==> src/rtl/fwd_hazard_unit_if.sv <==
// Pipeline-side bundle for the forwarding/hazard unit: D/E/M/W register fields in,
// ALU operand selects, stall/flush controls and multiply-scoreboard status out.
interface fwd_hazard_unit_if #(
    parameter int REG_ADDR_W = 5,
    parameter int CNT_W      = 16
);
    logic [REG_ADDR_W-1:0] rs_addrD;
    logic [REG_ADDR_W-1:0] rt_addrD;
    logic                  uses_rsD;
    logic                  uses_rtD;
    logic                  reg_writeD;
    logic [REG_ADDR_W-1:0] write_reg_addrD;
    logic                  is_mulD;

    logic [REG_ADDR_W-1:0] rs_addrE;
    logic [REG_ADDR_W-1:0] rt_addrE;
    logic                  mem_readE;
    logic                  reg_writeE;
    logic [REG_ADDR_W-1:0] write_reg_addrE;
    logic                  mul_issueE;

    logic                  reg_writeM;
    logic [REG_ADDR_W-1:0] write_reg_addrM;
    logic                  reg_writeW;
    logic [REG_ADDR_W-1:0] write_reg_addrW;

    logic [1:0]            fw_alu1;
    logic [1:0]            fw_alu2;
    logic                  stallF;
    logic                  stallD;
    logic                  flushE;
    logic                  mul_busy;
    logic                  mul_done;
    logic [REG_ADDR_W-1:0] mul_dest;
    logic [CNT_W-1:0]      stall_count;

    modport master (
        output rs_addrD, rt_addrD, uses_rsD, uses_rtD, reg_writeD, write_reg_addrD, is_mulD,
        output rs_addrE, rt_addrE, mem_readE, reg_writeE, write_reg_addrE, mul_issueE,
        output reg_writeM, write_reg_addrM, reg_writeW, write_reg_addrW,
        input  fw_alu1, fw_alu2, stallF, stallD, flushE,
        input  mul_busy, mul_done, mul_dest, stall_count
    );

    modport slave (
        input  rs_addrD, rt_addrD, uses_rsD, uses_rtD, reg_writeD, write_reg_addrD, is_mulD,
        input  rs_addrE, rt_addrE, mem_readE, reg_writeE, write_reg_addrE, mul_issueE,
        input  reg_writeM, write_reg_addrM, reg_writeW, write_reg_addrW,
        output fw_alu1, fw_alu2, stallF, stallD, flushE,
        output mul_busy, mul_done, mul_dest, stall_count
    );
endinterface

==> src/rtl/fwd_hazard_unit.sv <==
// EX-stage operand forwarding, load-use / multiply hazard detection and a single-entry
// countdown scoreboard for one outstanding multi-cycle multiply.
module fwd_hazard_unit #(
    parameter int REG_ADDR_W = 5,
    parameter int MUL_LAT    = 4,
    parameter bit FWD_W_EN   = 1'b1,
    parameter int CNT_W      = 16
) (
    input  logic             clk,
    input  logic             rst,
    fwd_hazard_unit_if.slave hz
);
    localparam int CNT_BITS = (MUL_LAT > 1) ? $clog2(MUL_LAT) : 1;
    localparam logic [CNT_BITS-1:0] CNT_LOAD = CNT_BITS'(MUL_LAT - 1);
    localparam logic [CNT_BITS-1:0] CNT_ONE  = CNT_BITS'(1);
    localparam logic [CNT_W-1:0]    STALL_ONE = CNT_W'(1);

    typedef logic [REG_ADDR_W-1:0] regAddr_t;
    typedef enum logic {MUL_IDLE = 1'b0, MUL_BUSY = 1'b1} mulState_t;

    mulState_t           mulState;
    mulState_t           mulStateNext;
    logic [CNT_BITS-1:0] mulCnt;
    logic [CNT_BITS-1:0] mulCntNext;
    regAddr_t            mulDest;
    regAddr_t            mulDestNext;
    logic [CNT_W-1:0]    stallCount;

    logic       busy;
    logic       mulDone;
    logic       mulFar;
    logic       issueOk;
    logic       loadUse;
    logic       mulRaw;
    logic       mulWaw;
    logic       mulStruct;
    logic       stallAny;
    logic [1:0] fwd1;
    logic [1:0] fwd2;

    // $0 is hardwired, so it never produces a dependency.
    function automatic logic regMatch(input regAddr_t a, input regAddr_t b);
        return (a != '0) && (a == b);
    endfunction

    function automatic logic [1:0] fwdSel(
        input regAddr_t src,
        input logic     done,
        input regAddr_t dest,
        input logic     wrM,
        input regAddr_t addrM,
        input logic     wrW,
        input regAddr_t addrW
    );
        logic [1:0] sel;
        sel = 2'b00;
        if (done && regMatch(src, dest)) begin
            sel = 2'b11;
        end else if (wrM && regMatch(src, addrM)) begin
            sel = 2'b10;
        end else if (FWD_W_EN && wrW && regMatch(src, addrW)) begin
            sel = 2'b01;
        end
        return sel;
    endfunction

    assign busy    = (mulState == MUL_BUSY);
    assign mulDone = busy && (mulCnt == '0);
    assign mulFar  = busy && (32'(mulCnt) >= 32'd2);
    assign issueOk = hz.mul_issueE && (!busy || mulDone);

    always_ff @(posedge clk) begin
        if (rst) begin
            mulState   <= MUL_IDLE;
            mulCnt     <= '0;
            mulDest    <= '0;
            stallCount <= '0;
        end else begin
            mulState <= mulStateNext;
            mulCnt   <= mulCntNext;
            mulDest  <= mulDestNext;
            if (stallAny && (stallCount != '1)) begin
                stallCount <= stallCount + STALL_ONE;
            end
        end
    end

    // Issue in the done cycle takes precedence over retiring the previous multiply.
    always_comb begin
        mulStateNext = mulState;
        mulCntNext   = mulCnt;
        mulDestNext  = mulDest;
        if (issueOk) begin
            mulStateNext = MUL_BUSY;
            mulCntNext   = CNT_LOAD;
            mulDestNext  = hz.write_reg_addrE;
        end else if (mulDone) begin
            mulStateNext = MUL_IDLE;
        end else if (busy) begin
            mulCntNext = mulCnt - CNT_ONE;
        end
    end

    always_comb begin
        loadUse = hz.mem_readE && hz.reg_writeE &&
                  ((hz.uses_rsD && regMatch(hz.rs_addrD, hz.write_reg_addrE)) ||
                   (hz.uses_rtD && regMatch(hz.rt_addrD, hz.write_reg_addrE)));
        mulRaw  = mulFar &&
                  ((hz.uses_rsD && regMatch(hz.rs_addrD, mulDest)) ||
                   (hz.uses_rtD && regMatch(hz.rt_addrD, mulDest)));
        mulWaw  = mulFar && hz.reg_writeD && regMatch(hz.write_reg_addrD, mulDest);
        mulStruct = mulFar && hz.is_mulD;
        stallAny  = loadUse || mulRaw || mulWaw || mulStruct;
    end

    always_comb begin
        fwd1 = fwdSel(hz.rs_addrE, mulDone, mulDest, hz.reg_writeM, hz.write_reg_addrM,
                      hz.reg_writeW, hz.write_reg_addrW);
        fwd2 = fwdSel(hz.rt_addrE, mulDone, mulDest, hz.reg_writeM, hz.write_reg_addrM,
                      hz.reg_writeW, hz.write_reg_addrW);
    end

    // Everything visible reads zero while reset is held, even before the clearing edge.
    assign hz.fw_alu1     = rst ? 2'b00 : fwd1;
    assign hz.fw_alu2     = rst ? 2'b00 : fwd2;
    assign hz.stallF      = !rst && stallAny;
    assign hz.stallD      = !rst && stallAny;
    assign hz.flushE      = !rst && stallAny;
    assign hz.mul_busy    = !rst && busy;
    assign hz.mul_done    = !rst && mulDone;
    assign hz.mul_dest    = rst ? '0 : mulDest;
    assign hz.stall_count = rst ? '0 : stallCount;
endmodule

==> src/flat_wrapper.sv <==
// flat-port wrapper written by rule: the top's interface ports become plain ports
module fwd_hazard_unit_flat 
#(
    parameter int REG_ADDR_W = 5,
    parameter int MUL_LAT    = 4,
    parameter bit FWD_W_EN   = 1'b1,
    parameter int CNT_W      = 16
)
  (clk, rst, hz_rs_addrD, hz_rt_addrD, hz_uses_rsD, hz_uses_rtD, hz_reg_writeD, hz_write_reg_addrD, hz_is_mulD, hz_rs_addrE, hz_rt_addrE, hz_mem_readE, hz_reg_writeE, hz_write_reg_addrE, hz_mul_issueE, hz_reg_writeM, hz_write_reg_addrM, hz_reg_writeW, hz_write_reg_addrW, hz_fw_alu1, hz_fw_alu2, hz_stallF, hz_stallD, hz_flushE, hz_mul_busy, hz_mul_done, hz_mul_dest, hz_stall_count);
  fwd_hazard_unit_if #(.REG_ADDR_W(REG_ADDR_W), .CNT_W(CNT_W)) hz_i ();
  input  logic clk;
  input  logic rst;
  input wire logic [$bits(hz_i.rs_addrD)-1:0] hz_rs_addrD;
  input wire logic [$bits(hz_i.rt_addrD)-1:0] hz_rt_addrD;
  input wire logic [$bits(hz_i.uses_rsD)-1:0] hz_uses_rsD;
  input wire logic [$bits(hz_i.uses_rtD)-1:0] hz_uses_rtD;
  input wire logic [$bits(hz_i.reg_writeD)-1:0] hz_reg_writeD;
  input wire logic [$bits(hz_i.write_reg_addrD)-1:0] hz_write_reg_addrD;
  input wire logic [$bits(hz_i.is_mulD)-1:0] hz_is_mulD;
  input wire logic [$bits(hz_i.rs_addrE)-1:0] hz_rs_addrE;
  input wire logic [$bits(hz_i.rt_addrE)-1:0] hz_rt_addrE;
  input wire logic [$bits(hz_i.mem_readE)-1:0] hz_mem_readE;
  input wire logic [$bits(hz_i.reg_writeE)-1:0] hz_reg_writeE;
  input wire logic [$bits(hz_i.write_reg_addrE)-1:0] hz_write_reg_addrE;
  input wire logic [$bits(hz_i.mul_issueE)-1:0] hz_mul_issueE;
  input wire logic [$bits(hz_i.reg_writeM)-1:0] hz_reg_writeM;
  input wire logic [$bits(hz_i.write_reg_addrM)-1:0] hz_write_reg_addrM;
  input wire logic [$bits(hz_i.reg_writeW)-1:0] hz_reg_writeW;
  input wire logic [$bits(hz_i.write_reg_addrW)-1:0] hz_write_reg_addrW;
  output wire logic [$bits(hz_i.fw_alu1)-1:0] hz_fw_alu1;
  output wire logic [$bits(hz_i.fw_alu2)-1:0] hz_fw_alu2;
  output wire logic [$bits(hz_i.stallF)-1:0] hz_stallF;
  output wire logic [$bits(hz_i.stallD)-1:0] hz_stallD;
  output wire logic [$bits(hz_i.flushE)-1:0] hz_flushE;
  output wire logic [$bits(hz_i.mul_busy)-1:0] hz_mul_busy;
  output wire logic [$bits(hz_i.mul_done)-1:0] hz_mul_done;
  output wire logic [$bits(hz_i.mul_dest)-1:0] hz_mul_dest;
  output wire logic [$bits(hz_i.stall_count)-1:0] hz_stall_count;
  assign hz_i.rs_addrD = hz_rs_addrD;
  assign hz_i.rt_addrD = hz_rt_addrD;
  assign hz_i.uses_rsD = hz_uses_rsD;
  assign hz_i.uses_rtD = hz_uses_rtD;
  assign hz_i.reg_writeD = hz_reg_writeD;
  assign hz_i.write_reg_addrD = hz_write_reg_addrD;
  assign hz_i.is_mulD = hz_is_mulD;
  assign hz_i.rs_addrE = hz_rs_addrE;
  assign hz_i.rt_addrE = hz_rt_addrE;
  assign hz_i.mem_readE = hz_mem_readE;
  assign hz_i.reg_writeE = hz_reg_writeE;
  assign hz_i.write_reg_addrE = hz_write_reg_addrE;
  assign hz_i.mul_issueE = hz_mul_issueE;
  assign hz_i.reg_writeM = hz_reg_writeM;
  assign hz_i.write_reg_addrM = hz_write_reg_addrM;
  assign hz_i.reg_writeW = hz_reg_writeW;
  assign hz_i.write_reg_addrW = hz_write_reg_addrW;
  assign hz_fw_alu1 = hz_i.fw_alu1;
  assign hz_fw_alu2 = hz_i.fw_alu2;
  assign hz_stallF = hz_i.stallF;
  assign hz_stallD = hz_i.stallD;
  assign hz_flushE = hz_i.flushE;
  assign hz_mul_busy = hz_i.mul_busy;
  assign hz_mul_done = hz_i.mul_done;
  assign hz_mul_dest = hz_i.mul_dest;
  assign hz_stall_count = hz_i.stall_count;
  fwd_hazard_unit #(.REG_ADDR_W(REG_ADDR_W), .MUL_LAT(MUL_LAT), .FWD_W_EN(FWD_W_EN), .CNT_W(CNT_W)) u_core (.clk(clk), .rst(rst), .hz(hz_i));
endmodule
==> config.mk <==
export PLATFORM = sky130hd
export DESIGN_NAME = fwd_hazard_unit_flat
export DESIGN_NICKNAME = d
export VERILOG_FILES = /design/src/rtl/fwd_hazard_unit_if.sv /design/src/rtl/fwd_hazard_unit.sv /design/src/flat_wrapper.sv
export SDC_FILE = /design/constraint.sdc
export NUM_CORES = 1
export LEC_CHECK = 0
export CORE_ASPECT_RATIO = 0.9
export CORE_MARGIN = 2
export CORE_UTILIZATION = 30
export CTS_CLUSTER_DIAMETER = 120
export DETAILED_ROUTE_END_ITERATION = 10
export GPL_ROUTABILITY_DRIVEN = 0
export PLACE_DENSITY = 0.65
export SLEW_MARGIN = 20
export SYNTH_ARGS = -nofsm -noshare
export SYNTH_HDL_FRONTEND = slang
export SYNTH_SLANG_ARGS = --single-unit
==> constraint.sdc <==
create_clock -name clk -period 2.72 [get_ports clk]
set_clock_uncertainty 0.1 [all_clocks]
set_input_delay 0.544 -clock clk [delete_from_list [all_inputs] [get_ports clk]]
set_output_delay 0.544 -clock clk [all_outputs]
set_load 0.02 [all_outputs]
==> results.md <==
- Status: completed
- Pins Over Slew Limit: 0
- Worst setup margin: 0.00721 ns
- Initial antenna violation count: 0
- Sink Count: 24
- Num CTS Buffers: 3
- IO Count: 81
- Worst EP required: between 2 and 2.5 ns
- Clock Path Buffers: 2
- Via count: 2110
- Internal: 750 uW
- Reg2reg end: u_core.stallCount[6]
- Synth async-reset ratio: 0
- Reg2Reg Setup Slack: approximately 0.22 ns
- Layout cells sized above 1: 0.284
- Post-synthesis cell count: approximately 240
- Vias per cell: about 4.7
- Logic pwr share: 0.327
- Sw Share: 0.279
- Vias in the first global route: 2136
- Routed Wire Length: 5770 um
- EDFF count, synth: 0
- Synth Flop Type: dfxtp_1
- Port buffer count: 80
- Worst-Skew Late Latency: 0.27 ns
- Clk slew on worst S/H paths: 0.09 ns
- GRT overflow: 0
- 1st-iter DRT viols: 35
- Worst-Margin Slew: 0.356 ns
- Post-Place Cells: roughly 440
- CTS tree: yes
- Post-route ant nets: 0
- Detailed placement HPWL: 4640 um
- Max Cap Viol: 0
- Number of distinct library cells after synthesis: 37
- RSZ-0062 raised after global routing: yes
- DRC viols: 0
- Top cell type's share of synthesized area: 0.238
- Final period util: 0.997
- Die area: 0.00741 mm^2
- Area growth, synth to finish: 68.1%
- Nets: between 400 and 500
- Flops & latches, synth: 24
- Sink of the worst hold path: u_core.mulCnt[0]
- Pre-CTS setup slack: -0.760 ns
- WP data arrival: 2.07 ns
- Crit path kind: primary input to output pin
- Core outline area: between 0.006 and 0.007 mm^2
- Largest net degree at the start of global routing: 30
- Hold_sp: u_core.mulCnt[0]
- Global-route wire length before repair: 9370 um
- Count leader, synth: xnor2_1
- Wire per inst: 12.7 um
- Register share of total power: 0.363
- Fin cells: 453
- Worst reg2reg path depth: 11
- IR drop worst, VDD: roughly 0.00015 V
- Register area share after synthesis: 0.238
- Yosys warning count: 0
- TNS Setup: 0 ns
- Fmax: ~0.37 GHz
- Max-slew headroom: 0.762
- Crit path launch type: primary input
- Crit. End Element: output pin
- Reg-to-reg startpoint: u_core.mulDest[0]
- CTS Root Cell: clkbuf_8
- Depth of the worst hold-timing path: 1
- Syn avg cell area: 8.28 um^2
- Clock power share: 0.310
- Initial Util: 0.308
- Die H: about 82 um
- Psw: 290 uW
- PwrDens: 306 mW/mm^2
- Largest fanout on the critical path: 4
- Leak: approximately 0.0014 uW
- Min-Delay Path Class: flip-flop to flip-flop
- Num rows: 28
- Util after Layout: 0.519
- H-tree depth: 1
- Cell Area, Synth: between 0.002 and 0.0025 mm^2
- Dominant cell type by area after synthesis: dfxtp_1
- Total global-route track usage: 0.152
- Syn nets: approximately 300
- Final hold violation count: 0
- Die W: 90.5 um
- Post-DP Area: about 0.0032 mm^2
- Antenna diode count: 0
- Post-synth top cells: xnor2_1, nor2_1, dfxtp_1, nor2b_1, xor2_1
- Endpoints failing setup: 0
- Synth area leaders: dfxtp_1, xnor2_1, xor2_1, nor2b_1, mux2_1
- Fin area: 0.00340 mm^2
- First-pass DRT Iterations: 4
- Tmin final: 2.71 ns
-- routing by layer --
metal	wire, um	up-vias	GRT usage	part of all wire
met1	2640	962	0.184	0.46
met4	65	0	0.0446	0.011
li1	-	1073	-	-
met5	0	-	0	0
met3	311	6	0.0266	0.054
met2	2750	69	0.280	0.48
-- worst max-delay path by stage --
stage	startpoint	endpoint	slack [ns]	cells after the start
2_1_floorplan	hz_rt_addrD[0]	hz_stallD	0.05	7
3_3_place_gp	hz_rt_addrD[0]	hz_flushE	-0.69	8
3_5_place_dp	hz_rt_addrD[0]	hz_flushE	-0.76	8
4_1_cts	hz_write_reg_addrE[1]	hz_flushE	0.003	8
5_1_grt	hz_rs_addrE[1]	hz_fw_alu1[1]	-0.09	9
6_report	hz_rs_addrE[1]	hz_fw_alu1[1]	0.007	9
-- flip-flops by register name (all words and copies together), names as in the netlist --
name               cells
u_core.busy            1
u_core.mulCnt          2
u_core.mulDest         5
u_core.stallCount     16
-- cells in the final DEF, fill, tap and decap left out, drive strengths merged --
cell | synthesis | final
a211oi | 2 | 2
a21oi | 2 | 2
a32oi | 1 | 1
a41o | 1 | 1
and2 | 1 | 1
and3 | 6 | 6
and4 | 1 | 1
buf | 11 | 67
bufinv | 0 | 1
clkbuf | 5 | 5
clkdlybuf4s15 | 0 | 4
clkdlybuf4s50 | 0 | 39
dfxtp | 24 | 24
dlygate4sd2 | 0 | 17
dlymetal6s2s | 0 | 2
ha | 3 | 3
inv | 3 | 3
mux2 | 13 | 13
mux2i | 6 | 6
nand2 | 7 | 7
nand2b | 1 | 1
nand3 | 7 | 7
nand4 | 15 | 15
nor2 | 31 | 31
nor2b | 23 | 23
nor3 | 3 | 3
nor4 | 9 | 9
o211ai | 1 | 1
o21a | 2 | 2
o21ai | 3 | 3
o31ai | 1 | 1
or2 | 1 | 1
or4 | 6 | 6
xnor2 | 36 | 36
xor2 | 19 | 19
-- power by group through the flow --
stage	registers [uW]	logic, uW	clock network [uW]
4_1_cts	377	336	331
5_1_grt	380	371	342
6_report	378	340	322
2_1_floorplan	374	157	0
3_5_place_dp	385	334	0
3_3_place_gp	385	330	0
-- worst max-delay path, stage by stage --
cell and delay (ns):
dlygate4sd2_1 0.38, nor2_4 0.09, buf_4 0.14, buf_4 0.12
buf_4 0.13, nor4_2 0.30, nor2_1 0.09, nor2_1 0.09
buf_2 0.17
-- kinds of logic (layout without fill, tap and decap cells) --
kind of cell / after synthesis / count (layout) / synth area share
fa+ha+maj: 3 / 3 / 0.0186
mux: 19 / 19 / 0.104
simple gates: 111 / 111 / 0.300
xor+xnor: 55 / 55 / 0.238
flops: 24 / 24 / 0.238
buf+inv: 19 / 138 / 0.0477
compound gates: 13 / 13 / 0.0539
-- layout make-up --
class / count / area, um^2
Inverter: 3 / 11.3
Tap cell: 90 / 113
Sequential cell: 24 / 484
Clock inverter: 1 / 30.0
Timing Repair Buffer: 131 / 1130
Multi-Input combinational cell: 201 / 1580
Clock buffer: 3 / 41.3
Fill cell: 624 / 3150
-- metrics by stage --
| step | hold slack (ns) | total power [uW] |
|---|---|---|
| after detailed placement | 0.355 | 719 |
| final | 0.374 | 1040 |
| after floorplan | 0.343 | 532 |
| after CTS | 0.373 | 1040 |
| after global routing | 0.394 | 1090 |
| after global placement | 0.357 | 715 |
-- timing repair --
item | in CTS | in global routing
hold buffers | 0 | 0
pin swaps | 22 | 15
gates resized for setup | 115 | 17
setup endpoints to repair | 19 | 18
buffers inserted | 4 | 1
Note: power is estimated with default switching activity, not from simulation.
